==> src/rtl/relu_share_arbiter_if.sv <==
// Handshake bundle for relu_share_arbiter: configuration write, N requester
// lanes, and the single registered result channel.
interface relu_share_arbiter_if #(
  parameter int W   = 16,
  parameter int N   = 4,
  parameter int IDW = (N > 1) ? $clog2(N) : 1
);
  logic           cfg_val;
  logic           cfg_rdy;
  logic           cfg_bypass;
  logic [N-1:0]   req_val;
  logic [N-1:0]   req_rdy;
  logic [N*W-1:0] req_data;
  logic           out_val;
  logic           out_rdy;
  logic [W-1:0]   out_data;
  logic [IDW-1:0] out_id;
  logic           busy;

  // Drives configuration, requests and downstream ready.
  modport master (
    output cfg_val, cfg_bypass, req_val, req_data, out_rdy,
    input  cfg_rdy, req_rdy, out_val, out_data, out_id, busy
  );

  // The arbiter side.
  modport slave (
    input  cfg_val, cfg_bypass, req_val, req_data, out_rdy,
    output cfg_rdy, req_rdy, out_val, out_data, out_id, busy
  );
endinterface

==> src/rtl/relu_share_arbiter.sv <==
// One shared ReLU/identity datapath time-multiplexed over N requesters.
// Round-robin grant in IDLE, up to BURST transfers per grant in LOCK, and a
// single output register tagged with the producing requester id.
module relu_share_arbiter #(
  parameter int W     = 16,
  parameter int N     = 4,
  parameter int BURST = 4
) (
  input  logic                clk,
  input  logic                rst,
  relu_share_arbiter_if.slave bus
);
  localparam int IDW = (N > 1) ? $clog2(N) : 1;

  typedef enum logic {IDLE, LOCK} state_t;

  state_t         r_state;
  state_t         w_state_next;
  logic [IDW-1:0] r_ptr;
  logic [IDW-1:0] r_grant;
  logic [7:0]     r_cnt;
  logic           r_bypass;
  logic           r_out_val;
  logic [W-1:0]   r_out_data;
  logic [IDW-1:0] r_out_id;

  logic           w_any;
  logic [IDW-1:0] w_pick;
  logic [IDW:0]   w_scan;
  logic           w_slot_free;
  logic           w_xfer;
  logic           w_release;
  logic           w_last;
  logic [N-1:0]   w_req_rdy;
  logic           w_cfg_rdy;
  logic           w_busy;
  logic [W-1:0]   w_gdata;
  logic [W-1:0]   w_act;
  logic [IDW-1:0] w_ptr_inc;

  assign w_slot_free = !r_out_val || bus.out_rdy;
  assign w_last      = ({1'b0, r_cnt} + 9'd1) == 9'(BURST);
  assign w_ptr_inc   = (r_grant == IDW'(N - 1)) ? '0 : r_grant + IDW'(1);
  assign w_gdata     = bus.req_data[int'(r_grant) * W +: W];
  // Negative inputs clamp to zero unless bypass is selected.
  assign w_act       = r_bypass ? w_gdata : (w_gdata[W-1] ? '0 : w_gdata);

  // Round-robin pick: first valid requester at or after r_ptr, wrapping mod N.
  always_comb begin
    // NOTE: every always_comb output gets a default first so no path leaves it unassigned and infers a latch.
    w_any  = 1'b0;
    w_pick = r_ptr;
    w_scan = '0;
    for (int i = 0; i < N; i++) begin
      w_scan = {1'b0, r_ptr} + (IDW+1)'(i);
      if (w_scan >= (IDW+1)'(N)) w_scan = w_scan - (IDW+1)'(N);
      if (!w_any && bus.req_val[w_scan[IDW-1:0]]) begin
        w_any  = 1'b1;
        w_pick = w_scan[IDW-1:0];
      end
    end
  end

  // Next-state and handshake outputs of the IDLE/LOCK controller.
  always_comb begin
    w_state_next = r_state;
    w_req_rdy    = '0;
    w_cfg_rdy    = 1'b0;
    w_busy       = 1'b0;
    w_xfer       = 1'b0;
    w_release    = 1'b0;
    case (r_state)
      IDLE: begin
        w_cfg_rdy = 1'b1;
        if (w_any) w_state_next = LOCK;
      end
      LOCK: begin
        w_busy             = 1'b1;
        w_req_rdy[r_grant] = w_slot_free;
        w_xfer             = bus.req_val[r_grant] && w_slot_free;
        w_release          = !bus.req_val[r_grant] || (w_xfer && w_last);
        if (w_release) w_state_next = IDLE;
      end
      default: w_state_next = IDLE;
    endcase
  end

  // Controller state register.
  always_ff @(posedge clk) begin
    // NOTE: sequential state uses non-blocking assignments so every register samples pre-edge values.
    if (rst) r_state <= IDLE;
    else     r_state <= w_state_next;
  end

  // Arbitration bookkeeping: pointer, grant, burst count and mode.
  always_ff @(posedge clk) begin
    if (rst) begin
      r_ptr    <= '0;
      r_grant  <= '0;
      r_cnt    <= '0;
      r_bypass <= 1'b0;
    end else begin
      if (r_state == IDLE) begin
        if (bus.cfg_val) r_bypass <= bus.cfg_bypass;
        if (w_any) begin
          r_grant <= w_pick;
          r_cnt   <= '0;
        end
      end
      if (w_xfer)    r_cnt <= r_cnt + 8'd1;
      if (w_release) r_ptr <= w_ptr_inc;
    end
  end

  // Output register: load on transfer, clear valid when drained without a new load.
  always_ff @(posedge clk) begin
    if (rst) begin
      r_out_val  <= 1'b0;
      r_out_data <= '0;
      r_out_id   <= '0;
    end else if (w_xfer) begin
      r_out_val  <= 1'b1;
      r_out_data <= w_act;
      r_out_id   <= r_grant;
    end else if (r_out_val && bus.out_rdy) begin
      r_out_val  <= 1'b0;
    end
  end

  assign bus.req_rdy  = w_req_rdy;
  assign bus.cfg_rdy  = w_cfg_rdy;
  assign bus.busy     = w_busy;
  assign bus.out_val  = r_out_val;
  assign bus.out_data = r_out_data;
  assign bus.out_id   = r_out_id;
endmodule

==> src/flat_wrapper.sv <==
// flat-port wrapper written by rule: the top's interface ports become plain ports
module relu_share_arbiter_flat 
#(
  parameter int W     = 16,
  parameter int N     = 4,
  parameter int BURST = 4
)
  (clk, rst, bus_cfg_val, bus_cfg_bypass, bus_req_val, bus_req_data, bus_out_rdy, bus_cfg_rdy, bus_req_rdy, bus_out_val, bus_out_data, bus_out_id, bus_busy);
  relu_share_arbiter_if #(.W(W), .N(N)) bus_i ();
  input  logic clk;
  input  logic rst;
  input wire logic [$bits(bus_i.cfg_val)-1:0] bus_cfg_val;
  input wire logic [$bits(bus_i.cfg_bypass)-1:0] bus_cfg_bypass;
  input wire logic [$bits(bus_i.req_val)-1:0] bus_req_val;
  input wire logic [$bits(bus_i.req_data)-1:0] bus_req_data;
  input wire logic [$bits(bus_i.out_rdy)-1:0] bus_out_rdy;
  output wire logic [$bits(bus_i.cfg_rdy)-1:0] bus_cfg_rdy;
  output wire logic [$bits(bus_i.req_rdy)-1:0] bus_req_rdy;
  output wire logic [$bits(bus_i.out_val)-1:0] bus_out_val;
  output wire logic [$bits(bus_i.out_data)-1:0] bus_out_data;
  output wire logic [$bits(bus_i.out_id)-1:0] bus_out_id;
  output wire logic [$bits(bus_i.busy)-1:0] bus_busy;
  assign bus_i.cfg_val = bus_cfg_val;
  assign bus_i.cfg_bypass = bus_cfg_bypass;
  assign bus_i.req_val = bus_req_val;
  assign bus_i.req_data = bus_req_data;
  assign bus_i.out_rdy = bus_out_rdy;
  assign bus_cfg_rdy = bus_i.cfg_rdy;
  assign bus_req_rdy = bus_i.req_rdy;
  assign bus_out_val = bus_i.out_val;
  assign bus_out_data = bus_i.out_data;
  assign bus_out_id = bus_i.out_id;
  assign bus_busy = bus_i.busy;
  relu_share_arbiter #(.W(W), .N(N), .BURST(BURST)) u_core (.clk(clk), .rst(rst), .bus(bus_i));
endmodule
==> config.mk <==
export PLATFORM = sky130hd
export DESIGN_NAME = relu_share_arbiter_flat
export DESIGN_NICKNAME = d
export VERILOG_FILES = /design/src/rtl/relu_share_arbiter_if.sv /design/src/rtl/relu_share_arbiter.sv /design/src/flat_wrapper.sv
export SDC_FILE = /design/constraint.sdc
export NUM_CORES = 1
export LEC_CHECK = 0
export CAP_MARGIN = 20
export CORE_MARGIN = 8
export CORE_UTILIZATION = 40
export CTS_CLUSTER_DIAMETER = 120
export DETAILED_ROUTE_END_ITERATION = 10
export HOLD_SLACK_MARGIN = 0.12
export PLACE_DENSITY = 0.78
export SKIP_LAST_GASP = 1
export SYNTH_ARGS = -nofsm -noshare
export SYNTH_HDL_FRONTEND = slang
export SYNTH_SLANG_ARGS = --single-unit
==> constraint.sdc <==
create_clock -name clk -period 2.4 [get_ports clk]
set_input_delay 0.48 -clock clk [delete_from_list [all_inputs] [get_ports clk]]
set_output_delay 0.48 -clock clk [all_outputs]
set_load 0.03 [all_outputs]
==> results of run 1 <==
## layer usage
| layer | wire length [um] | vias to the layer above | track usage (%) |
|---|---|---|---|
| met1 | 2460 | 914 | 18.6 |
| met2 | 2880 | 76 | 26.7 |
| met4 | 42 | 0 | 4.38 |
| met3 | 552 | 5 | 8.03 |
| li1 | - | 981 | - |
| met5 | 0 | - | 0 |
## metrics by stage
stage | hold WS, ns | setup WS (ns)
after CTS | 0.454 | 0.290
after global routing | 0.485 | 0.186
after floorplan | 0.471 | 0.553
after detailed placement | 0.446 | 0.0269
final | 0.452 | 0.306
after global placement | 0.441 | 0.0881
## flip-flops by register name, summed over array words and instances, names as in the netlist
signal and flops:
u_core.bus.out_data 16, u_core.bus.out_id 2, u_core.bus.out_val 1, u_core.r_bypass 1, u_core.r_cnt 8, u_core.r_grant 2, u_core.r_ptr 2, u_core.r_state 1
## cells in the mapped netlist, types with 2 or more instances
cell type	instances
nand2_1	11
mux4_2	17
clkbuf_1	6
and3_1	5
nand4b_1	2
o41ai_1	2
o21ai_0	4
ha_1	5
nand3_1	6
a211oi_2	2
or3_1	2
nor3_1	2
buf_4	3
nand4_1	3
dfxtp_1	33
inv_1	22
a2bb2oi_1	15
nor2_1	28
a31oi_1	2
nor2b_1	2
a21oi_1	17
buf_2	4
## cell families (layout without fill, tap and decap cells)
family          count (synthesis)  after routing
mux                            17             17
fa+ha+maj                       5              5
simple gates                   68             68
compound gates                 51             51
flops                          33             33
xor+xnor                        2              2
buf+inv                        36            139
## where the power goes
| group | total, mW | leakage, nW | internal (mW) | switching [mW] |
|---|---|---|---|---|
| combinational | 0.486 | 0.912 | 0.280 | 0.206 |
| clock | 0.538 | 0.0585 | 0.338 | 0.199 |
| sequential | 0.596 | 0.268 | 0.574 | 0.0218 |
## worst max-delay path: stages, from the launching register on
cell             delay [ns]
dfxtp_1                0.53
inv_1                  0.17
clkdlybuf4s50_1        0.63
## how the worst max path moves through the flow
stage / depth (start not counted) / from / to
2_1_floorplan: 5 / u_core.r_grant[0] / bus_req_rdy[0]
3_3_place_gp: 6 / bus_req_val[3] / u_core.bus.out_data[7]
3_5_place_dp: 6 / bus_req_val[3] / u_core.bus.out_data[8]
4_1_cts: 2 / u_core.r_state / bus_cfg_rdy
5_1_grt: 2 / u_core.r_state / bus_cfg_rdy
6_report: 2 / u_core.r_state / bus_cfg_rdy
## layout by cell type, fill, tap and decap left out, types with 6 or more instances in the layout
master           Yosys  routed
a21oi_1             17      17
a2bb2oi_1           15      15
buf_4                3      15
clkbuf_8             0       6
clkdlybuf4s50_1      0      93
dfxtp_1             33      33
inv_1               22      22
mux4_2              17      17
nand2_1             11      11
nand3_1              6       6
nor2_1              28      28
## area by class of cell
class / instances / share of cell area (%)
Tap cell: 67 / 2.64
Clock buffer: 7 / 2.71
Sequential cell: 33 / 20.8
Timing Repair Buffer: 109 / 33.4
Multi-Input combinational cell: 143 / 36.9
Inverter: 22 / 2.60
Clock inverter: 1 / 0.944
==> results_dict.tcl, run 1 <==
set metrics [dict create \
    grt_max_degree 28 \
    crit_path_max_fanout 11 \
    gp_congestion 0.810 \
    setup_viol_count_final 0 \
    cts_inserted_buffers 5 \
    maxSlewViolCount 0 \
    nFillCells 395 \
    end_kind "output pin" \
    peakVddDrop_mv 0.269 \
    synth_edf_count 0 \
    synth_compound_area_share_pct 18.3 \
    io_pins 98 \
    rsz0062_at_grt "no" \
    fin_crit_sh_pct 87.2 \
    outcome "completed" \
    cts_hold_buf 0 \
    cts.root.buffer_cell "clkbuf_8" \
    cellPowerDensity_mw_per_mm2 509 \
    htree_num_levels 2 \
    synth_top_family_by_area "multiplexers" \
    drc 0 \
    tns_ns 0 \
    criticalPathCategory "reg2out" \
    synth_top_area_share_pct 33.1 \
    core_mm2 0.00475 \
    max_freq_mhz 478 \
    area_growth_syn_to_layout_pct 59.6 \
    cts.sinks 33 \
    initial_core_util_pct 41.9 \
    die_w_um 86.6 \
    place_inst 374 \
    cts_tree "built" \
    fin_nets 392 \
    ys_seq_area_share_pct 33.1 \
    ys_seq_elements 33 \
    synthAdderAreaFrac_pct 3.14 \
    drt-pass1-iter-count 4 \
    port_buffers 97 \
    min-delay-path-class "reg2reg" \
    synth_area_mm2 0.00199 \
    postCtsSetupRepairBufs 0 \
    synth_ff_type "dfxtp_1" \
    multiInputGateArea_mm2 0.00117 \
    grt_pass1_vias 2115 \
    synth-simple-area-share_pct 17.4 \
    hold_path_depth 2 \
    wire_per_inst_um 15.5 \
    r2r_end "u_core.bus.out_data[8]" \
    vias_per_cell 5.17 \
    drtIter0Drc 174 \
    route.vias.total 1976 \
    required_ns 1.92 \
    post-route-util_pct 66.9 \
    hp-start "u_core.bus.out_data[15]" \
    drv_cap 0 \
    die_area_mm2 0.00750 \
    fin_skew_ns 0.00127 \
    diodes 0 \
    hold_path_end "u_core.bus.out_data[15]" \
    clk_pin_slew_ns 0.07 \
    worst_pin_slew_ns 0.654 \
    rrSetupSlack_ns 0.48 \
    worstPathArrival_ns 1.61 \
    cts_buffer_depth 2 \
    period_minus_slack_ns 2.09 \
    grt_usage_pct 16.4 \
    muxShareOfSynthArea_pct 19.2 \
    yosys_warnings 0 \
    worstRegToRegCells 6 \
    antenna_left 0 \
    rows 25 \
    drive_above_1_share_pct 14.6 \
    rr_startpoint "u_core.r_grant[0]" \
    sequential_cell_area_um2 661 \
    yosys-top-cells-area "dfxtp_1 33%, mux4_2 19%, a2bb2oi_1 6.6%" \
    slew_headroom_pct 56.4 \
    placed_area_mm2 0.00306 \
    synthCells 212 \
    grt.overflow.total 0 \
    avgSynthCellArea_um2 9.40 \
    fin_cells 382 \
    routed_wl_um 5930 \
    final_area_mm2 0.00318 \
    synth_cell_types 41 \
    clk_latency_ns 0.28 \
    grt_pass1_wl_um 9860 \
    antenna_found_initial 0 \
    synth_xor_area_share_pct 0.879 \
    p_leak_nw 1.24 \
    finalPower_mw 1.62 \
    final-hold-violation-count 0 \
    die_h_um 86.6 \
    synth_async_sr_flop_share_pct 0 \
    post_cts_resized 0 \
    syn_nets 290 \
    synth_top_area_cell "dfxtp_1" \
    dp_hpwl_um 4710 \
    start_kind "register" \
]
No activity file was read; power rests on OpenSTA's default activity.
==> inputs of run 2 (changes only) <==
--- a/config.mk
+++ b/config.mk
@@ -6,13 +6,14 @@
 export NUM_CORES = 1
 export LEC_CHECK = 0
 export CAP_MARGIN = 20
-export CORE_MARGIN = 8
-export CORE_UTILIZATION = 40
+export CORE_MARGIN = 3
+export CORE_UTILIZATION = 41
 export CTS_CLUSTER_DIAMETER = 120
 export DETAILED_ROUTE_END_ITERATION = 10
 export HOLD_SLACK_MARGIN = 0.12
-export PLACE_DENSITY = 0.78
+export PLACE_DENSITY = 0.79
 export SKIP_LAST_GASP = 1
+export SLEW_MARGIN = 20
 export SYNTH_ARGS = -nofsm -noshare
 export SYNTH_HDL_FRONTEND = slang
 export SYNTH_SLANG_ARGS = --single-unit
==> run 2 against run 1 <==
Net effect: wire length decreased by 4.9%; clock skew increased by 0.00070 ns; worst hold slack improved by 0.012 ns; utilization increased by 2.2 points; first-iteration DRC count decreased by 57%; sequential share of layout area increased by 0.31 points; sequential power about the same; non-clock buffer count decreased by 1; flip-flop and latch count unchanged; critical endpoint is now bus_req_rdy[2]; largest power group unchanged; highest routed layer unchanged.
==> results_dict.tcl, run 2 (synthesis results as in run 1) <==
set metrics [dict create \
    outcome "completed" \
    grt_pass1_vias 1986 \
    max_stage_delay_ns 0.38 \
    drc 0 \
    crit_path_max_fanout 22 \
    peakVddDrop_mv 0.243 \
    critPathCapture "bus_req_rdy[2]" \
    final_area_mm2 0.00313 \
    tns_ns 0 \
    antenna_found_initial 0 \
    rrSetupSlack_ns 0.37 \
    cts_tree "built" \
    drt-pass1-iter-count 4 \
    area_growth_syn_to_layout_pct 57.3 \
    fin_crit_sh_pct 89.8 \
    end_kind "output pin" \
    grt.overflow.total 0 \
    min-delay-path-class "reg2reg" \
    io_pins 98 \
    drive_above_1_share_pct 13.7 \
    die_area_mm2 0.00573 \
    largest_reg_flops 16 \
    clk_latency_ns 0.28 \
    critical_path_depth 5 \
    grt_max_degree 36 \
    cts_hold_buf 0 \
    dp_hpwl_um 4420 \
    die_h_um 75.7 \
    max_freq_mhz 464 \
    grtUsageMet2_pct 35.1 \
    diodes 0 \
    grt_pass1_wl_um 8540 \
    rows 24 \
    gr-usage-met3_pct 6.99 \
    rsz0062_at_grt "no" \
    worstPathArrival_ns 1.68 \
    critPathLaunch "u_core.r_grant[0]" \
    grtUsageMet1_pct 22.0 \
    cellPowerDensity_mw_per_mm2 472 \
    slew_headroom_pct 56.5 \
    fin_skew_ns 0.00197 \
    vias_per_cell 5.23 \
    slowest_stage "buf_4" \
    cts_inserted_buffers 5 \
    postCtsSetupRepairBufs 0 \
    worst_pin_slew_ns 0.653 \
    top_usage_layer "met2" \
    cts.root.buffer_cell "clkbuf_8" \
    layout_commonest_cell "clkdlybuf4s50_1" \
    holdWs_ns 0.463 \
    initial_core_util_pct 44.0 \
    setup_viol_count_final 0 \
    drtIter0Drc 74 \
    critical_path.top_delay_family "buffers and inverters" \
    htree_num_levels 2 \
    grt_usage_pct 19.5 \
    routed_wl_um 5640 \
    cts.sinks 33 \
    final_cell_mix "93 x clkdlybuf4s50_1, 33 x dfxtp_1, 28 x nor2_1" \
    r2r_end "u_core.bus.out_data[11]" \
    crit_path_frequent_cell "buf_4" \
    core_mm2 0.00453 \
    wire_per_inst_um 14.9 \
    antenna_left 0 \
    cp.buffers_inverters 3 \
    final-hold-violation-count 0 \
    placed_area_mm2 0.00305 \
    cts_buffer_depth 2 \
    required_ns 1.92 \
    criticalPathCategory "reg2out" \
    die_w_um 75.7 \
    start_kind "register" \
    drv_cap 0 \
    port_buffers 97 \
    route.vias.total 1982 \
    clk_pin_slew_ns 0.06 \
    worstRegToRegCells 6 \
    crit_chain "buf_4, inv_1, ha_1, and3_1, buf_4" \
    gp_congestion 0.894 \
    fin_nets 391 \
    maxSlewViolCount 0 \
    period_minus_slack_ns 2.16 \
    p_leak_nw 1.22 \
    hp-start "u_core.bus.out_id[1]" \
    post_cts_resized 0 \
    rr_startpoint "u_core.r_grant[0]" \
]
[run 2: report_power, final]
group	leakage [nW]	switching, mW	internal, mW
Clock	0.0395	0.189	0.206
Combinational	0.908	0.208	0.279
Sequential	0.268	0.0227	0.574
Total	1.22	0.420	1.06
[run 2: metal layers]
layer,wire [um],part of all wire (%),vias to the layer above
met5,0,0,-
met4,31,0.55,0
met3,484,8.6,5
met2,2880,51,80
met1,2240,40,921
li1,-,-,976
[run 2: area by class of cell]
class | instances | area [um2]
multi-input cells | 143 | 1170
repair buffers | 108 | 1060
well taps | 65 | 81.3
fillers | 367 | 1400
flip-flops and latches | 33 | 661
clock buffers | 8 | 80.1
inverters | 22 | 82.6
[run 2: how the worst min path moves through the flow]
| stage | endpoint | slack (ns) | cells past startpoint |
|---|---|---|---|
| floorplan | u_core.bus.out_data[15] | 0.47 | 2 |
| global placement | u_core.bus.out_id[0] | 0.44 | 2 |
| detailed placement | u_core.bus.out_id[1] | 0.46 | 2 |
| CTS | u_core.bus.out_id[1] | 0.47 | 2 |
| global route | u_core.bus.out_id[1] | 0.50 | 2 |
| finish | u_core.bus.out_id[1] | 0.46 | 2 |
[run 2: stage by stage]
step / util, % / setup slack, ns / std cells / power, mW
finish: 69.1 / 0.244 / 379 / 1.48
global route: 69.1 / 0.125 / 379 / 1.54
CTS: 69.1 / 0.227 / 379 / 1.49
detailed placement: 67.4 / 0.0435 / 371 / 1.10
global placement: 67.4 / 0.0919 / 371 / 1.09
floorplan: - / 0.553 / 212 / 0.880
[run 2: worst reg2reg max path: cells and delay by family, from the launching register on]
| family | cells | cell delay, ns |
|---|---|---|
| flops | 1 | 0.37 |
| simple gates | 1 | 0.05 |
| buf+inv | 2 | 0.43 |
| compound gates | 2 | 0.73 |
| mux | 1 | 0.33 |
